`src/rtl/uart_tx_if.sv`:
```
// Host-side handshake and line signals of the 8N1 UART transmitter.
interface uart_tx_if;
    logic [7:0] TX_DATA;
    logic       TX_VALID;
    logic       TX_READY;
    logic       TX;
    logic       BUSY;
    logic       TX_DONE;

    modport master (
        output TX_DATA,
        output TX_VALID,
        input  TX_READY,
        input  TX,
        input  BUSY,
        input  TX_DONE
    );

    modport slave (
        input  TX_DATA,
        input  TX_VALID,
        output TX_READY,
        output TX,
        output BUSY,
        output TX_DONE
    );
endinterface

```
`src/rtl/uart_tx.sv`:
```
// 8N1 UART transmitter with a one-entry holding buffer; bit timing matches uart_rx.
module uart_tx #(
    parameter int unsigned BIT_LENGTH = 2604,
    parameter int unsigned STOP_BITS  = 1
) (
    input logic CLK,
    input logic RESET,
    uart_tx_if.slave bus
);

    typedef enum logic [1:0] {StIdle, StStart, StData, StStop} state_e;

    localparam logic [13:0] BitEnd   = 14'(BIT_LENGTH);
    localparam logic        StopLast = 1'(STOP_BITS - 1);

    state_e      state_q, state_d;
    logic [13:0] cnt_q, cnt_d;
    logic [2:0]  idx_q, idx_d;
    logic        stop_q, stop_d;
    logic [7:0]  shift_q, shift_d;
    logic [7:0]  buf_q, buf_d;
    logic        buf_valid_q, buf_valid_d;
    logic        tx_q, tx_d;
    logic        busy_q, busy_d;
    logic        done_q, done_d;

    logic bit_end, stop_end, load, accept;

    always_comb begin
        bit_end  = (cnt_q == BitEnd);
        stop_end = (state_q == StStop) && bit_end && (stop_q == StopLast);
        load     = buf_valid_q && ((state_q == StIdle) || stop_end);
        accept   = bus.TX_VALID && !buf_valid_q;

        state_d     = state_q;
        cnt_d       = (state_q == StIdle || bit_end) ? 14'd0 : cnt_q + 14'd1;
        idx_d       = idx_q;
        stop_d      = stop_q;
        shift_d     = shift_q;
        buf_d       = buf_q;
        buf_valid_d = buf_valid_q;
        done_d      = stop_end;

        // accept and load are mutually exclusive: load needs buf_valid_q, accept needs !buf_valid_q
        if (accept) begin
            buf_d       = bus.TX_DATA;
            buf_valid_d = 1'b1;
        end else if (load) begin
            buf_valid_d = 1'b0;
        end

        unique case (state_q)
            StIdle: begin
                if (load) begin
                    state_d = StStart;
                    shift_d = buf_q;
                end
            end
            StStart: begin
                if (bit_end) begin
                    state_d = StData;
                    idx_d   = 3'd0;
                end
            end
            StData: begin
                if (bit_end) begin
                    if (idx_q == 3'd7) begin
                        state_d = StStop;
                        stop_d  = 1'b0;
                    end else begin
                        idx_d = idx_q + 3'd1;
                    end
                end
            end
            StStop: begin
                if (stop_end) begin
                    if (load) begin
                        state_d = StStart;
                        shift_d = buf_q;
                    end else begin
                        state_d = StIdle;
                    end
                end else if (bit_end) begin
                    stop_d = 1'b1;
                end
            end
            default: state_d = StIdle;
        endcase

        // Outputs are registered from the next state so TX changes on the bit boundary edge
        unique case (state_d)
            StIdle:  tx_d = 1'b1;
            StStart: tx_d = 1'b0;
            StData:  tx_d = shift_d[idx_d];
            StStop:  tx_d = 1'b1;
            default: tx_d = 1'b1;
        endcase
        busy_d = (state_d != StIdle);
    end

    always_ff @(posedge CLK) begin
        if (!RESET) begin
            state_q     <= StIdle;
            cnt_q       <= 14'd0;
            idx_q       <= 3'd0;
            stop_q      <= 1'b0;
            shift_q     <= 8'd0;
            buf_q       <= 8'd0;
            buf_valid_q <= 1'b0;
            tx_q        <= 1'b1;
            busy_q      <= 1'b0;
            done_q      <= 1'b0;
        end else begin
            state_q     <= state_d;
            cnt_q       <= cnt_d;
            idx_q       <= idx_d;
            stop_q      <= stop_d;
            shift_q     <= shift_d;
            buf_q       <= buf_d;
            buf_valid_q <= buf_valid_d;
            tx_q        <= tx_d;
            busy_q      <= busy_d;
            done_q      <= done_d;
        end
    end

    assign bus.TX_READY = ~buf_valid_q;
    assign bus.TX       = tx_q;
    assign bus.BUSY     = busy_q;
    assign bus.TX_DONE  = done_q;

endmodule

```
`src/flat_wrapper.sv`:
```
// flat-port wrapper written by rule: the top's interface ports become plain ports
module uart_tx_flat 
#(
    parameter int unsigned BIT_LENGTH = 2604,
    parameter int unsigned STOP_BITS  = 1
)
  (CLK, RESET, bus_TX_DATA, bus_TX_VALID, bus_TX_READY, bus_TX, bus_BUSY, bus_TX_DONE);
  uart_tx_if bus_i ();
  input logic CLK;
  input logic RESET;
  input wire logic [$bits(bus_i.TX_DATA)-1:0] bus_TX_DATA;
  input wire logic [$bits(bus_i.TX_VALID)-1:0] bus_TX_VALID;
  output wire logic [$bits(bus_i.TX_READY)-1:0] bus_TX_READY;
  output wire logic [$bits(bus_i.TX)-1:0] bus_TX;
  output wire logic [$bits(bus_i.BUSY)-1:0] bus_BUSY;
  output wire logic [$bits(bus_i.TX_DONE)-1:0] bus_TX_DONE;
  assign bus_i.TX_DATA = bus_TX_DATA;
  assign bus_i.TX_VALID = bus_TX_VALID;
  assign bus_TX_READY = bus_i.TX_READY;
  assign bus_TX = bus_i.TX;
  assign bus_BUSY = bus_i.BUSY;
  assign bus_TX_DONE = bus_i.TX_DONE;
  uart_tx #(.BIT_LENGTH(BIT_LENGTH), .STOP_BITS(STOP_BITS)) u_core (.CLK(CLK), .RESET(RESET), .bus(bus_i));
endmodule
```
`config.mk`:
```
export PLATFORM = sky130hd
export DESIGN_NAME = uart_tx_flat
export DESIGN_NICKNAME = d
export VERILOG_FILES = /design/src/rtl/uart_tx_if.sv /design/src/rtl/uart_tx.sv /design/src/flat_wrapper.sv
export SDC_FILE = /design/constraint.sdc
export NUM_CORES = 1
export LEC_CHECK = 0
export ABC_AREA = 1
export CAP_MARGIN = 30
export CORE_ASPECT_RATIO = 2
export CORE_MARGIN = 2
export CORE_UTILIZATION = 50
export DETAILED_ROUTE_END_ITERATION = 8
export GPL_ROUTABILITY_DRIVEN = 0
export PLACE_DENSITY = 0.75
export SYNTH_ARGS = -nofsm -noshare
export SYNTH_HDL_FRONTEND = slang
export SYNTH_SLANG_ARGS = --single-unit
```
`constraint.sdc`:
```
create_clock -name CLK -period 2.13 [get_ports CLK]
set_input_delay 0.213 -clock CLK [delete_from_list [all_inputs] [get_ports CLK]]
set_output_delay 0.213 -clock CLK [all_outputs]
set_load 0.03 [all_outputs]
```
======== Word-level counts from Yosys, hierarchy flattened ========
Cells that the tools add are included.
operators by class
  $add $sub $neg .......................... 2
  $lt $le $gt $ge ......................... 1
  equal/unequal tests ..................... 12
  mux-type cells .......................... 24
  bitwise operators ....................... 3
  reduce and logical (&&, ||, !) cells .... 15
operators with widths
  cell                                                         number
  2-to-1 mux 8 bit                                             2
  one-hot mux 8 bit (2 select lines)                           1
  adder 14 x 1 -> 14 bit (second input constant)               1
  equality test 14 x 12 -> 1 bit (second input constant)       1
  2-to-1 mux 2 bit                                             5
  2-to-1 mux 3 bit                                             3
  equality test 2 bit (second input constant)                  4
  2-to-1 mux 1 bit                                             8
  one-hot mux 2 bit (4 select lines)                           1
  != test 2 x 1 -> 1 bit (second input constant)               3
  one-hot mux 3 bit (2 select lines)                           1
  nonzero test 2 bit                                           3
  AND reduction 5 bit                                          1
  equality test 2 x 1 -> 1 bit (second input constant)         2
  logical AND 1 bit                                            4
  zero test 2 bit                                              2
  less-than comparator 3 x 4 -> 1 bit (second input constant)  1
  OR reduction 2 bit                                           2
  adder 3 x 1 -> 3 bit (second input constant)                 1
  binary-select mux 1 bit (select 3 bit)                       1
  equality test 3 bit (second input constant)                  1
  inverter 1 bit                                               3
  one-hot mux 1 bit (3 select lines)                           1
  logical OR 1 bit                                             2
  3 further kinds                                              3
word-level totals
  bits in registers ....................... 40
  input bits .............................. 11
  output and inout bits ................... 4
  word-level logic and storage cells ...... 67

======== Logic depth before layout (Yosys ltp) ========
  depth in word-level cells ............... 11
  gate-level depth with buffers ........... 19
  mapped depth without buffers ............ 19

======== Worst setup path before layout ========
Ideal clock, no wire load.
  path type ............................... register to register
  from .................................... register u_core.state_q[0]
  to ...................................... register u_core.tx_q (netlist: u_core.bus.TX)
  setup time .............................. 0.060 ns
  data arrival time ....................... 1.848 ns
  required time ........................... 2.070 ns
  setup slack ............................. 0.222 ns
  stages on the path, launching flop included .. 17
  buffers on the path ..................... 1
  clock period less this slack ............ 1.908 ns
  cell sequence ........................... dfxtp_1 -> inv_1 -> ha_1 -> inv_1 -> clkbuf_1 -> nand3_1 -> nand2_1 -> nand2_1 -> nand2_1 -> clkinv_1 -> nand2_1 -> nand3_1 -> nand3_1 -> nand3_1 -> nand2_1 -> nand2_1 -> nand2_1
between the ends
  cells in the longest elaborated chain, start to end .. 11
  elaborated cells on any way between the ends .. 27
  classes of those cells .................. 6 x eq/ne; 14 x mux; 7 x reduce/logical
ends and longest elaborated chain
  item                                                                                             line                          RTL
  start: declaration                                                                               uart_tx.sv:16                 state_e state_q, state_d;
  start signal: assignment                                                                         uart_tx.sv:103                state_q <= StIdle;
  start signal: assignment                                                                         uart_tx.sv:114                state_q <= state_d;
  equality test 2 bit                                                                              uart_tx.sv:31, uart_tx.sv:52
  logical AND 1 bit (2 in a row)                                                                   uart_tx.sv:31                 stop_end = (state_q == StStop) && bit_end && (stop_q == StopLast);
  logical OR 1 bit                                                                                 uart_tx.sv:32                 load = buf_valid_q && ((state_q == StIdle) || stop_end);
  logical AND 1 bit                                                                                uart_tx.sv:32
  2-to-1 mux 8 bit / 2-to-1 mux 1 bit (equally long branches)                                      uart_tx.sv:54, uart_tx.sv:77
  2-to-1 mux 8 bit / 2-to-1 mux 2 bit (equally long branches)                                      uart_tx.sv:76                 if (stop_end) begin
  one-hot mux 8 bit (2 select lines) / one-hot mux 2 bit (4 select lines) (equally long branches)  uart_tx.sv:52                 unique case (state_q)
  binary-select mux 1 bit (select 3 bit), or another cell as far along                             uart_tx.sv:94                 StData: tx_d = shift_d[idx_d];
  2-to-1 mux 1 bit (implied by the code) / OR reduction 2 bit (equally long branches)              -
  one-hot mux 1 bit (3 select lines) *                                                             uart_tx.sv:91                 unique case (state_d)
  end signal: assignment                                                                           uart_tx.sv:121                tx_q <= tx_d;
  end: declaration                                                                                 uart_tx.sv:23                 logic tx_q, tx_d;
Every way passes the cells marked *; elsewhere a longest branch is shown, timed or not. The select of a mux whose other input is x is not followed.
A chain may end at the register's enable or synchronous reset.

======== Worst setup path after layout ========
Same ends and word-level chain as after synthesis.

==> impl_metrics.json <==
{
  "synthToLayoutAreaGrowth_pct": 17.06,
  "slew-limit-headroom_pct": 76.58,
  "cts.sink_count": 40,
  "outcome": "completed",
  "avgRoutedWirePerCell_um": 12.86,
  "synth.cell_area_sq_mm": 0.002163,
  "port_buffers": 14,
  "critical_path_class": "reg2reg",
  "grt.overflow.total": 0,
  "power.static_leakage_nw": 1.140,
  "avgViaCountPerCell": 5.201,
  "final_cell_mix": "nand2_1, nor2_1, dfxtp_1",
  "ys_ff_latch": 40,
  "post_synthesis_cells": 332,
  "fin_total_pwr_mw": 1.586,
  "vias_in_the_first_global_route": 2088,
  "ys_types": 28,
  "syn_area_per_cell_sq_um": 6.516,
  "required_arrival_time_at_the_worst_endpoint_ns": 2.32,
  "post_synth_and_or_nand_nor_area_fraction_pct": 37.77,
  "sequential_cell_area_sq_um": 805.8,
  "synth_sequential_area_ratio_pct": 37.02,
  "synth.largest_area_cell": "dfxtp_1",
  "antenna_violations_before_repair": 0,
  "routed_wirelength_mm": 5.246,
  "full_die_area_sq_mm": 0.004900,
  "crit_path_max_fanout": 8,
  "worstMarginPinSlew_ns": 0.3490,
  "power.density_cell_area_mw_per_mm2": 626.4,
  "worst_setup_path_start_kind": "register",
  "h-tree-depth": 2,
  "detail-route-antenna-nets": 0,
  "hold-path-endpoint": "u_core.stop_q",
  "clkSlewWorstSetupHoldPaths_ns": 0.07,
  "synth.net_count": 353,
  "yosys-top-cells-area": "dfxtp_1, nand2_1, nor2_1",
  "synth_area_in_compound_gates_pct": 10.41,
  "holdCritStartpoint": "u_core.stop_q",
  "detailedPlacementHpwl_mm": 4.161,
  "timing.rr.start": "u_core.state_q[0]",
  "grt_usage_pct": 22.96,
  "utilization_pct": 61.33,
  "start_util_pct": 52.39,
  "r2r_cells": 16,
  "grt_max_degree": 16,
  "detailroute.via_count": 2122,
  "post_synth_xor_area_fraction_pct": 1.215,
  "clock.fmax_mhz": 500.2,
  "num_io_pins": 15,
  "worst-endpoint-arrival_ns": 2.19,
  "synth_top_area_share_pct": 37.02,
  "timing.critical_path.to_type": "register",
  "tritoncts_clock_tree": "built",
  "report.final.hold_viol_count": 0,
  "drc_errors": 0,
  "hp-class": "reg2reg",
  "chipHeight_um": 97.02,
  "post-cts-setup-buffers": 0,
  "synth_top_family_by_area": "simple AND/OR/NAND/NOR gates",
  "period_minus_ws_final_ns": 1.999,
  "grt_pass1_wl_mm": 8.569,
  "drv_cap": 0,
  "timing.final.crit_share_pct": 93.86,
  "drt_pre_antenna_iters": 4,
  "dieWidth_um": 50.51,
  "clock_path_buffers": 2,
  "finalSetupViolCount": 0,
  "synth-warning-count": 0,
  "regToRegEndpoint": "u_core.bus.TX",
  "synth_fa_ha_area_share_pct": 5.784,
  "ir_drop_worst_case_vdd_mv": 0.4791,
  "num_rows": 33,
  "multi_input_area_sq_mm": 0.001235,
  "numCtsBuffers": 5,
  "layout_commonest_cell": "nand2_1",
  "cts.root.buffer_cell": "clkbuf_8",
  "maxSlewViolCount": 0,
  "rsz0062_at_grt": "no",
  "nFillCells": 401,
  "r2r_slack_ns": 0.13,
  "clk-insertion-delay-late_ns": 0.29,
  "layout-drive-gt1-share_pct": 12.92,
  "drt_iter0_markers": 57,
  "timing.clock.skew_ns": 0.008212,
  "num_antenna_cells": 0,
  "timing.hold.worst_path_depth": 2,
  "mux_cell_area_share_after_synthesis_pct": 0,
  "core_region_area_sq_mm": 0.004129,
  "nets": 377
}
[metal layers]
metal | GRT usage (%) | wire [um] | share of wire, %
met1 | 18.42 | 1768 | 34
met2 | 45.75 | 3113 | 59
met3 | 3.241 | 123 | 2.3
met4 | 16.42 | 240 | 4.6
met5 | 0 | 0 | 0
[layout make-up]
type | count | area share (%)
Clock inverter | 1 | 0.1976
Sequential cell | 40 | 31.82
Timing Repair Buffer | 21 | 7.609
Tap cell | 52 | 2.569
Clock buffer | 6 | 2.866
Multi-Input combinational cell | 247 | 48.76
Inverter | 41 | 6.176
[logic make-up after synthesis]
| logic type | Yosys count |
|---|---|
| AOI/OAI and AO/OA | 40 |
| xor gates and xnor gates | 3 |
| adders and majority gates | 10 |
| buffers and inverters | 45 |
| DFF | 40 |
| and+or+nand+nor | 194 |
[worst max path at each step]
stage	endpoint	start	slack (ns)
after CTS	u_core.bus.TX	u_core.cnt_q[0]	0.005
after detailed placement	u_core.bus.TX	u_core.state_q[0]	-0.03
final	u_core.bus.TX	u_core.state_q[0]	0.13
after global placement	u_core.bus.TX	u_core.state_q[0]	-0.03
after global routing	u_core.bus.TX	u_core.cnt_q[0]	0.02
after floorplan	u_core.bus.TX	u_core.state_q[0]	0.22
[synthesized netlist by cell type (all sizes together)]
| cell | count |
|---|---|
| nand3b | 1 |
| o22ai | 1 |
| o211ai | 1 |
| nor2 | 53 |
| o31ai | 1 |
| xor2 | 3 |
| o21bai | 1 |
| dfxtp | 40 |
| a31o | 1 |
| inv | 37 |
| nand4 | 2 |
| nor3 | 6 |
| o21a | 2 |
| nor3b | 2 |
| ha | 10 |
| nand3 | 28 |
| a21oi | 15 |
| nor4 | 1 |
| nand2 | 101 |
| o21ai | 18 |
| clkbuf | 4 |
| clkinv | 4 |
[report_power, final]
group | internal (mW) | total [mW] | switching, mW
combinational | 0.122 | 0.313 | 0.191
clock | 0.222 | 0.465 | 0.242
sequential | 0.786 | 0.808 | 0.0222
total | 1.13 | 1.59 | 0.456
[state kept, by name (all words and copies together), names as in the netlist]
register	flops
u_core.idx_q	3
u_core.buf_valid_q	1
u_core.bus.BUSY	1
u_core.stop_q	1
u_core.bus.TX	1
u_core.buf_q	8
u_core.state_q	2
u_core.cnt_q	14
u_core.shift_q	8
u_core.bus.TX_DONE	1
[through the flow]
stage	instances	setup slack [ns]	setup TNS, ns	hold slack, ns	instance area, sq um
6_report	408	0.1307	0	0.4443	2532
2_1_floorplan	332	0.2216	0	0.3514	2163
5_1_grt	408	0.01641	0	0.4636	2532
3_5_place_dp	401	-0.02938	-0.02938	0.4338	2406
4_1_cts	408	0.004678	0	0.4442	2484
3_3_place_gp	401	-0.03274	-0.03274	0.4237	2406
[timing repair]
action / CTS / global route
endpoints found under the setup margin: 1 / 2
gates resized for setup: 1 / 19
hold buffers: 0 / 0
pin swaps: 0 / 2
[critical path, stage by stage, from the launching register on]
cell and delay, ns:
dfxtp_2 0.38, ha_1 0.18, inv_1 0.08, nor2_1 0.18
nand3_1 0.16, nand2_1 0.11, nand2_2 0.13, nand2_1 0.11
nand2_1 0.06, nand2_1 0.08, nand2_1 0.06, nand2_1 0.07
nand3_1 0.07, nand3_1 0.09, nand2_1 0.05, nand2_1 0.06
nand2_1 0.04
Power figures use the tool's default switching activity.
